`src/rtl/execute_cycle_pkg.sv`:
```
// Shared execute-stage types: ALU opcodes (also used by decode) and the E->M pipeline record.
package execute_cycle_pkg;

  typedef enum logic [2:0] {
    ALU_ADD = 3'b000,
    ALU_SUB = 3'b001,
    ALU_AND = 3'b010,
    ALU_OR  = 3'b011,
    ALU_SLT = 3'b101
  } alu_op_e;

  typedef enum logic [1:0] {
    FWD_RF  = 2'b00,
    FWD_WB  = 2'b01,
    FWD_MEM = 2'b10
  } fwd_sel_e;

  typedef struct packed {
    logic        reg_write;
    logic        mem_write;
    logic        result_src;
    logic [4:0]  rd;
    logic [31:0] pc_plus4;
    logic [31:0] write_data;
    logic [31:0] alu_result;
  } m_stage_t;

endpackage

```
`src/rtl/execute_cycle_if.sv`:
```
// E-stage inputs, forwarding inputs and M-stage outputs of the execute stage.
interface execute_cycle_if;
  logic        RegWriteE, ALUSrcE, MemWriteE, ResultSrcE, BranchE;
  logic [2:0]  ALUControlE;
  logic [31:0] RD1_E, RD2_E, Imm_Ext_E;
  logic [4:0]  RD_E;
  logic [31:0] PCE, PCPlus4E, ResultW;
  logic [1:0]  ForwardA_E, ForwardB_E;
  logic        PCSrcE;
  logic [31:0] PCTargetE;
  logic        RegWriteM, MemWriteM, ResultSrcM;
  logic [4:0]  RD_M;
  logic [31:0] PCPlus4M, WriteDataM, ALU_ResultM;

  modport master (
    output RegWriteE, ALUSrcE, MemWriteE, ResultSrcE, BranchE, ALUControlE,
           RD1_E, RD2_E, Imm_Ext_E, RD_E, PCE, PCPlus4E, ResultW, ForwardA_E, ForwardB_E,
    input  PCSrcE, PCTargetE, RegWriteM, MemWriteM, ResultSrcM, RD_M, PCPlus4M,
           WriteDataM, ALU_ResultM
  );

  modport slave (
    input  RegWriteE, ALUSrcE, MemWriteE, ResultSrcE, BranchE, ALUControlE,
           RD1_E, RD2_E, Imm_Ext_E, RD_E, PCE, PCPlus4E, ResultW, ForwardA_E, ForwardB_E,
    output PCSrcE, PCTargetE, RegWriteM, MemWriteM, ResultSrcM, RD_M, PCPlus4M,
           WriteDataM, ALU_ResultM
  );
endinterface

```
`src/rtl/execute_cycle_alu.sv`:
```
// Execute-stage ALU: add/sub/and/or/signed slt, everything else yields 0.
module alu
  import execute_cycle_pkg::*;
(
  input  logic [2:0]  ALUControl,
  input  logic [31:0] A,
  input  logic [31:0] B,
  output logic [31:0] Result,
  output logic        Zero
);

  always_comb begin
    Result = '0;
    case (ALUControl)
      ALU_ADD: Result = A + B;
      ALU_SUB: Result = A - B;
      ALU_AND: Result = A & B;
      ALU_OR:  Result = A | B;
      ALU_SLT: Result = {31'b0, $signed(A) < $signed(B)};
      default: Result = '0;
    endcase
  end

  assign Zero = (Result == '0);

endmodule

```
`src/rtl/execute_cycle.sv`:
```
// Execute stage: operand forwarding, ALU, branch resolution and the E->M pipeline register.
module execute_cycle
  import execute_cycle_pkg::*;
(
  input logic             clk,
  input logic             rst,
  execute_cycle_if.slave  bus
);

  logic [31:0] src_a, fwd_b, src_b, alu_res;
  logic        zero;
  m_stage_t    m_q;

  // Forward from the registered M value only, so the A/B path has no loop back through the ALU.
  always_comb begin
    src_a = bus.RD1_E;
    case (bus.ForwardA_E)
      FWD_WB:  src_a = bus.ResultW;
      FWD_MEM: src_a = m_q.alu_result;
      default: src_a = bus.RD1_E;
    endcase
  end

  always_comb begin
    fwd_b = bus.RD2_E;
    case (bus.ForwardB_E)
      FWD_WB:  fwd_b = bus.ResultW;
      FWD_MEM: fwd_b = m_q.alu_result;
      default: fwd_b = bus.RD2_E;
    endcase
  end

  assign src_b = bus.ALUSrcE ? bus.Imm_Ext_E : fwd_b;

  alu u_alu (
    .ALUControl (bus.ALUControlE),
    .A          (src_a),
    .B          (src_b),
    .Result     (alu_res),
    .Zero       (zero)
  );

  assign bus.PCSrcE    = zero & bus.BranchE;
  assign bus.PCTargetE = bus.PCE + bus.Imm_Ext_E;

  always_ff @(posedge clk or negedge rst) begin
    if (!rst) begin
      m_q <= '0;
    end else begin
      m_q <= '{reg_write:  bus.RegWriteE,
               mem_write:  bus.MemWriteE,
               result_src: bus.ResultSrcE,
               rd:         bus.RD_E,
               pc_plus4:   bus.PCPlus4E,
               write_data: fwd_b,
               alu_result: alu_res};
    end
  end

  assign bus.RegWriteM   = m_q.reg_write;
  assign bus.MemWriteM   = m_q.mem_write;
  assign bus.ResultSrcM  = m_q.result_src;
  assign bus.RD_M        = m_q.rd;
  assign bus.PCPlus4M    = m_q.pc_plus4;
  assign bus.WriteDataM  = m_q.write_data;
  assign bus.ALU_ResultM = m_q.alu_result;

endmodule

```
`src/flat_wrapper.sv`:
```
// flat-port wrapper written by rule: the top's interface ports become plain ports
module execute_cycle_flat import execute_cycle_pkg::*;
  (clk, rst, bus_RegWriteE, bus_ALUSrcE, bus_MemWriteE, bus_ResultSrcE, bus_BranchE, bus_ALUControlE, bus_RD1_E, bus_RD2_E, bus_Imm_Ext_E, bus_RD_E, bus_PCE, bus_PCPlus4E, bus_ResultW, bus_ForwardA_E, bus_ForwardB_E, bus_PCSrcE, bus_PCTargetE, bus_RegWriteM, bus_MemWriteM, bus_ResultSrcM, bus_RD_M, bus_PCPlus4M, bus_WriteDataM, bus_ALU_ResultM);
  execute_cycle_if bus_i ();
  input logic clk;
  input logic rst;
  input wire logic [$bits(bus_i.RegWriteE)-1:0] bus_RegWriteE;
  input wire logic [$bits(bus_i.ALUSrcE)-1:0] bus_ALUSrcE;
  input wire logic [$bits(bus_i.MemWriteE)-1:0] bus_MemWriteE;
  input wire logic [$bits(bus_i.ResultSrcE)-1:0] bus_ResultSrcE;
  input wire logic [$bits(bus_i.BranchE)-1:0] bus_BranchE;
  input wire logic [$bits(bus_i.ALUControlE)-1:0] bus_ALUControlE;
  input wire logic [$bits(bus_i.RD1_E)-1:0] bus_RD1_E;
  input wire logic [$bits(bus_i.RD2_E)-1:0] bus_RD2_E;
  input wire logic [$bits(bus_i.Imm_Ext_E)-1:0] bus_Imm_Ext_E;
  input wire logic [$bits(bus_i.RD_E)-1:0] bus_RD_E;
  input wire logic [$bits(bus_i.PCE)-1:0] bus_PCE;
  input wire logic [$bits(bus_i.PCPlus4E)-1:0] bus_PCPlus4E;
  input wire logic [$bits(bus_i.ResultW)-1:0] bus_ResultW;
  input wire logic [$bits(bus_i.ForwardA_E)-1:0] bus_ForwardA_E;
  input wire logic [$bits(bus_i.ForwardB_E)-1:0] bus_ForwardB_E;
  output wire logic [$bits(bus_i.PCSrcE)-1:0] bus_PCSrcE;
  output wire logic [$bits(bus_i.PCTargetE)-1:0] bus_PCTargetE;
  output wire logic [$bits(bus_i.RegWriteM)-1:0] bus_RegWriteM;
  output wire logic [$bits(bus_i.MemWriteM)-1:0] bus_MemWriteM;
  output wire logic [$bits(bus_i.ResultSrcM)-1:0] bus_ResultSrcM;
  output wire logic [$bits(bus_i.RD_M)-1:0] bus_RD_M;
  output wire logic [$bits(bus_i.PCPlus4M)-1:0] bus_PCPlus4M;
  output wire logic [$bits(bus_i.WriteDataM)-1:0] bus_WriteDataM;
  output wire logic [$bits(bus_i.ALU_ResultM)-1:0] bus_ALU_ResultM;
  assign bus_i.RegWriteE = bus_RegWriteE;
  assign bus_i.ALUSrcE = bus_ALUSrcE;
  assign bus_i.MemWriteE = bus_MemWriteE;
  assign bus_i.ResultSrcE = bus_ResultSrcE;
  assign bus_i.BranchE = bus_BranchE;
  assign bus_i.ALUControlE = bus_ALUControlE;
  assign bus_i.RD1_E = bus_RD1_E;
  assign bus_i.RD2_E = bus_RD2_E;
  assign bus_i.Imm_Ext_E = bus_Imm_Ext_E;
  assign bus_i.RD_E = bus_RD_E;
  assign bus_i.PCE = bus_PCE;
  assign bus_i.PCPlus4E = bus_PCPlus4E;
  assign bus_i.ResultW = bus_ResultW;
  assign bus_i.ForwardA_E = bus_ForwardA_E;
  assign bus_i.ForwardB_E = bus_ForwardB_E;
  assign bus_PCSrcE = bus_i.PCSrcE;
  assign bus_PCTargetE = bus_i.PCTargetE;
  assign bus_RegWriteM = bus_i.RegWriteM;
  assign bus_MemWriteM = bus_i.MemWriteM;
  assign bus_ResultSrcM = bus_i.ResultSrcM;
  assign bus_RD_M = bus_i.RD_M;
  assign bus_PCPlus4M = bus_i.PCPlus4M;
  assign bus_WriteDataM = bus_i.WriteDataM;
  assign bus_ALU_ResultM = bus_i.ALU_ResultM;
  execute_cycle u_core (.clk(clk), .rst(rst), .bus(bus_i));
endmodule
```
`config.mk`:
```
export PLATFORM = sky130hd
export DESIGN_NAME = execute_cycle_flat
export DESIGN_NICKNAME = d
export VERILOG_FILES = /design/src/rtl/execute_cycle_pkg.sv /design/src/rtl/execute_cycle_if.sv /design/src/rtl/execute_cycle_alu.sv /design/src/rtl/execute_cycle.sv /design/src/flat_wrapper.sv
export SDC_FILE = /design/constraint.sdc
export NUM_CORES = 1
export LEC_CHECK = 0
export BUFFER_PORTS_ARGS = -buffer_cell sky130_fd_sc_hd__clkbuf_2
export CAP_MARGIN = 20
export CORE_MARGIN = 2
export CORE_UTILIZATION = 40
export CTS_CLUSTER_SIZE = 30
export DETAILED_ROUTE_END_ITERATION = 10
export GPL_ROUTABILITY_DRIVEN = 1
export PLACE_DENSITY = 0.77
export SLEW_MARGIN = 20
export SYNTH_ARGS = -nofsm -noshare
export SYNTH_HDL_FRONTEND = slang
export SYNTH_SLANG_ARGS = --single-unit
```
`constraint.sdc`:
```
create_clock -name clk -period 11.9 [get_ports clk]
set_input_delay 1.19 -clock clk [delete_from_list [all_inputs] [get_ports clk]]
set_output_delay 1.19 -clock clk [all_outputs]
set_load 0.01 [all_outputs]
```
==> Word-level counts from Yosys, hierarchy flattened <==
Index checks and enable logic that the tools add are counted.
{ "classes": {"n_addsub": 3, "mul": 0, "div_mod_pow": 0, "magnitude_cmp": 1, "eq_ne": 8, "shift": 0, "muxes": 4, "bitwise_logic": 3, "n_reduce_logical": 2} }
{ "op_table": {"columns": ["operator", "n"], "rows": [
  ["32-bit one-hot mux with 5 select lines", 1],
  ["32-bit one-hot mux with 2 select lines", 2],
  ["32-bit adder", 2],
  ["32-bit AND", 1],
  ["32-bit logical NOT", 1],
  ["32-bit < comparator", 1],
  ["32-bit two-way mux", 1],
  ["32-bit bitwise OR", 1],
  ["32-bit subtractor", 1],
  ["3-bit by 2-bit equality test with 1-bit output, second input constant", 2],
  ["2-bit by 1-bit equality test with 1-bit output, second input constant", 2],
  ["2-bit equality test, second input constant", 2],
  ["3-bit by 1-bit equality test with 1-bit output, second input constant", 1],
  ["3-bit equality test, second input constant", 1],
  ["3-bit logical NOT", 1],
  ["1-bit AND", 1]
]} }
{ "totals": {"register_bits": 104, "latchBits": 0, "ram_bits": 0, "rom_bits": 0, "inputBits": 211, "output_inout_bits": 137, "wordCells": 28, "memories": 0} }

==> Logic depth before layout (Yosys ltp) <==
{ "logic_depth": {"word_depth": 7, "mapped_depth": 22, "mapped_depth_nobuf": 21} }

==> Cells and area by module <==
Synthesis repeated with hierarchy kept, for this count alone.
{ "unflattened": {"cells_unflattened": 1431, "hier_area_um2": 11284.6} }
{ "by_module_without_submodules": {"columns": ["module", "n_inst", "cells_per_inst", "area_per_inst_um2", "seq_area_each_um2"], "rows": [
  ["execute_cycle", 1, 613, 5919.4, 2602.5],
  ["alu", 1, 818, 5365.1, 0.0]
]} }

==> Worst setup path after synthesis <==
OpenSTA, ideal clock, no wires.
{ "synth_timing": {"path_kind": "input -> output", "startpoint": "input port bus_ForwardB_E[0]", "endpoint": "output port bus_PCSrcE", "t_arrival_ns": 6.159, "t_required_ns": 10.710, "slack_ns": 4.551, "cell_stages": 21, "path_buffers": 2, "path_cell_list": "inv_1 > ha_1 > clkbuf_1 > buf_1 > a21oi_1 > o21ai_0 > ha_1 > inv_1 > fa_1 > and2b_1 > o21ai_1 > a21oi_2 > xnor2_1 > o211a_1 > or4_1 > or4_1 > or4_1 > or4b_1 > and4bb_1 > nand4b_1 > nor4_2"} }
{ "synth_between": {"elab_chain_len": 7, "word_cells_on_any_way": 12, "cone_classes": "add/sub: 2; order compare: 1; eq/ne: 2; mux: 3; bitwise: 3; reduce/logical: 1"} }
{ "synth_rtl": {"columns": ["element", "line_no", "rtl"], "rows": [
  ["start: declaration", "flat_wrapper.sv:21", "input wire logic [$bits(bus_i.ForwardB_E)-1:0] bus_ForwardB_E;"],
  ["2-bit equality test or 2-bit by 1-bit equality test with 1-bit output (tied branches)", "execute_cycle.sv:26", "case (bus.ForwardB_E)"],
  ["32-bit one-hot mux with 2 select lines *", "execute_cycle.sv:26", null],
  ["32-bit two-way mux *", "execute_cycle.sv:33", "assign src_b = bus.ALUSrcE ? bus.Imm_Ext_E : fwd_b;"],
  ["32-bit subtractor (tied with other cells)", "execute_cycle_alu.sv:16", "ALU_SUB: Result = A - B;"],
  ["32-bit one-hot mux with 5 select lines *", "execute_cycle_alu.sv:14", "case (ALUControl)"],
  ["via u_core.alu_res[4]", "execute_cycle.sv:10", "logic [31:0] src_a, fwd_b, src_b, alu_res;"],
  ["32-bit logical NOT *", "execute_cycle_alu.sv:24", "assign Zero = (Result == '0);"],
  ["1-bit AND *", "execute_cycle.sv:43", "assign bus.PCSrcE = zero & bus.BranchE;"],
  ["end: declaration", "flat_wrapper.sv:22", "output wire logic [$bits(bus_i.PCSrcE)-1:0] bus_PCSrcE;"]
]} }
Mark *: on every way through the listed nets, which the timed path passes. The rest lies on a longest branch.

==> Worst setup path after layout <==
Ends and elaborated chain as after synthesis.

==> key figures <==
Yosys
  – Post-synthesis register bit count: 104
  – Syn Std Cell Area: 10,580 sq um
  – Post-Synth Simple-Gate Area: 14.66%
  – Xor-xnor portion of the synthesized cell area: 4.389%
  – Mux share of post-synthesis cell area: 0.8755%
  – Synth Area in Compound Gates: 29.76%
  – Mean cell area of the mapped netlist: 7.730 sq um
  – Unique masters post-synth: 79
  – Largest family of logic cells by synthesized area: compound AO/OA/AOI/OAI gates
  – Top_reg_cell synth: dfrtp_1
  – Synth async-reset ratio: 100.0%
  – Post-synth EDFFs: 0
  – Cells after Synth: 1,368
  – Adder-cell share of the synthesized area: 17.61%
  – Sequential share of the synthesized area: 24.61%
  – Mapped Nets: 1,726
  – Synth warn: 0

Timing
  – Worst Skew: 0.01450 ns
  – Slew @ Worst Pin: 1.074 ns
  – Fin crit share: 73.05%
  – Hold Slack: 0.7126 ns
  – Final setup viols: 0
  – Fmax: 115.0 MHz
  – Setup TNS Final: 0 ns
  – Slew Limit Fails: 0
  – Fin crit period: 8.693 ns
  – Hold Fails Final Rpt: 0
  – Fin worst setup slack: 3.207 ns
  – RSZ-0062 raised after global routing: false
  – Slew HR: 28.41%

Worst setup path
  – CP Data Required Time: 10.71 ns
  – CP max stage delay: 1.01 ns
  – Buf/Inv on CP: 4
  – Cell family with most CP delay: simple AND/OR/NAND/NOR gates
  – Max FO, Critical Path: 64
  – Worst r2r path cells: 18
  – R2R Path End: u_core.bus.ALU_ResultM[28]
  – Critical path arrival: 7.50 ns
  – Critical-path cell list: clkbuf_2 > inv_1 > ha_2 > nor2_1 > a21oi_1 > o21ai_0 > ha_1 > inv_1 > nor4_1 > nand4_1 > a211oi_1 > nand2b_1 > o221a_2 > o22ai_2 > or4_1 > or4b_1 > and4bb_1 > nand4b_1 > nor4_2 > clkbuf_2
  – CP startpoint: bus_ForwardB_E[0]
  – Crit path launch type: input port
  – Setup crit end kind: output pin
  – Crit Path Class: input port to output pin
  – Slowest CP cell: ha_2
  – Reg2reg setup slack: 6.99 ns
  – Worst r2r src: u_core.bus.ALU_ResultM[0]

Finish
  – Nets: 2,026
  – Area grow syn2layout: 21.66%
  – Fillers: 2,598
  – Layout cell share with drive strength beyond 1: 23.73%
  – Most frequent cells in the layout: clkbuf_2, inv_1, ha_1
  – Util after Layout: 49.51%
  – # diodes: 0
  – Commonest non-fill, non-tap cell in the layout: clkbuf_2

Clock network
  – CTS tree: built
  – Clock latency on the worst-skew pair: 0.36 ns
  – CTS Sinks: 104
  – Post-CTS repair timing setup buffer count: 0
  – Inserted Clock Buffers: 9
  – Clock tree buffer depth: 2
  – Root Buffer Master: clkbuf_16
  – H-tree Lvls: 3
  – CTS Hold Buffers Added: 0
  – Clk slew on worst S/H paths: 0.07 ns
  – CTS resizes: 0

Worst hold path
  – Hold Path Sink: u_core.bus.WriteDataM[14]
  – Hold path startpoint: u_core.bus.ALU_ResultM[14]
  – Hold depth: 4
  – Min-Delay Path Class: flip-flop to flip-flop

Placement
  – Gpl congestion: 1.055
  – Detailed placement HPWL: 34,310 um
  – Setup WS pre-CTS: 3.304 ns
  – Buffers on Ports: 347

GRT
  – Initial antenna violation count: 1
  – Grt total ovfl: 0
  – Gr usage total: 28.87%
  – Largest net degree at the start of global routing: 83
  – First-pass GRT wire length: 63,640 um
  – Vias in the first global route: 11,220

Floorplan
  – Chip width: 166.6 um
  – Cell Rows: 59
  – Core Footprint: 25,980 sq um
  – Initial Util: 40.70%
  – IO Count: 348
  – Total die area: 27,750 sq um
  – Die Height: 166.6 um

Routing
  – Drt pass-1 iters: 8
  – Vias post-DR: 11,670
  – Routed wire per std cell: 20.92 um
  – Iteration-0 DRC Markers: 1,216
  – Routed WL: 42,000 um
  – ANT nets after route: 0
  – Drt via density: 5.811
  – Residual DRC: 0

Run
  – Max-cap check violation count: 0

Pwr
  – Static leakage: 6.632 nW
  – P per Cell Area: 116.4 nW/um^2
  – Peak VDD IR: 0.07154 mV

Run status
  – Outcome: finished, final reports clean
-- synth_stat cells (all sizes together), types with 5 or more instances --
| master | instances | share of area, % |
|---|---|---|
| inv | 152 | 5.4 |
| ha | 144 | 17 |
| a21oi | 130 | 6.2 |
| nand2 | 129 | 4.6 |
| o21ai | 129 | 6.1 |
| nor2 | 106 | 3.8 |
| dfrtp | 104 | 25 |
| a22oi | 65 | 4.6 |
| clkbuf | 49 | 1.7 |
| xnor2 | 42 | 3.5 |
| a21o | 21 | 1.5 |
| buf | 18 | 0.85 |
| nor3 | 18 | 0.85 |
| a211oi | 17 | 1.2 |
| nand3 | 16 | 0.76 |
| o22ai | 13 | 0.83 |
| o21a | 12 | 0.85 |
| o31ai | 12 | 0.85 |
| nand2b | 11 | 0.65 |
| o21bai | 11 | 0.78 |
| xor2 | 11 | 0.91 |
| a31oi | 10 | 0.59 |
| nor2b | 8 | 0.47 |
| or2 | 8 | 0.47 |
| and2 | 7 | 0.41 |
| and3 | 7 | 0.41 |
| mux2i | 7 | 0.66 |
| nand4 | 7 | 0.41 |
| nor4 | 7 | 0.53 |
| o211ai | 6 | 0.43 |
| a21boi | 5 | 0.35 |
| o41ai | 5 | 0.41 |
-- tightest hold or removal path, stage by stage, from the launching register on --
cell and delay [ns]:
dfrtp_1 0.40, a22oi_1 0.10, nor2_1 0.08, a21oi_1 0.06
inv_1 0.04
-- sequential cells by signal, summed over array words and instances (netlist names) --
register / count
u_core.bus.PCPlus4M: 32
u_core.bus.RD_M: 5
u_core.bus.MemWriteM: 1
u_core.bus.WriteDataM: 32
u_core.bus.RegWriteM: 1
u_core.bus.ResultSrcM: 1
u_core.bus.ALU_ResultM: 32
-- layer usage --
layer / routed length [um] / track usage, % / vias to the layer above
li1: - / - / 5435
met1: 17270 / 37.94 / 5460
met2: 19800 / 48.24 / 681
met3: 3531 / 4.848 / 93
met4: 1398 / 9.670 / 0
met5: 0 / 0 / -
-- final cells by class --
cell class	count	area (sq um)	area share (%)
clock inverter	7	112.6	0.8752
tap	335	419.2	3.258
multi-input combinational	1043	7118	55.32
sequential	104	2603	20.23
inverter	153	574.3	4.464
timing repair buffer	357	1814	14.10
clock buffer	9	225.2	1.750
-- metrics by stage --
step                      std cells  power, mW  instance area, sq um
after global placement         1992      1.154                 12530
final                          2008      1.498                 12870
after global routing           2008      1.584                 12870
after CTS                      2008      1.486                 12870
after detailed placement       1992      1.157                 12530
after floorplan                1368     0.8887                 10580
-- kinds of logic after synthesis --
logic type | after synthesis
multiplexers | 8
AO/OA/AOI/OAI | 494
adder cells (fa/ha/maj) | 147
AND/OR/NAND/NOR | 341
XOR/XNOR | 53
flip-flops | 104
buffers and inverters | 221
-- worst max path at each step --
| stage | depth (start not counted) | to | slack (ns) |
|---|---|---|---|
| after floorplan | 21 | bus_PCSrcE | 4.55 |
| after CTS | 21 | bus_PCSrcE | 3.30 |
| after global routing | 21 | bus_PCSrcE | 2.84 |
| final | 20 | bus_PCSrcE | 3.21 |
| after global placement | 21 | bus_PCSrcE | 3.40 |
| after detailed placement | 21 | bus_PCSrcE | 3.30 |
-- power breakdown --
part           internal, mW  switching, mW  leakage, nW
Combinational         0.278          0.475         5.19
Sequential            0.390         0.0284         1.28
Clock                 0.172          0.155        0.162
Total                 0.840          0.658         6.63
No activity file was read; power rests on OpenSTA's default activity.
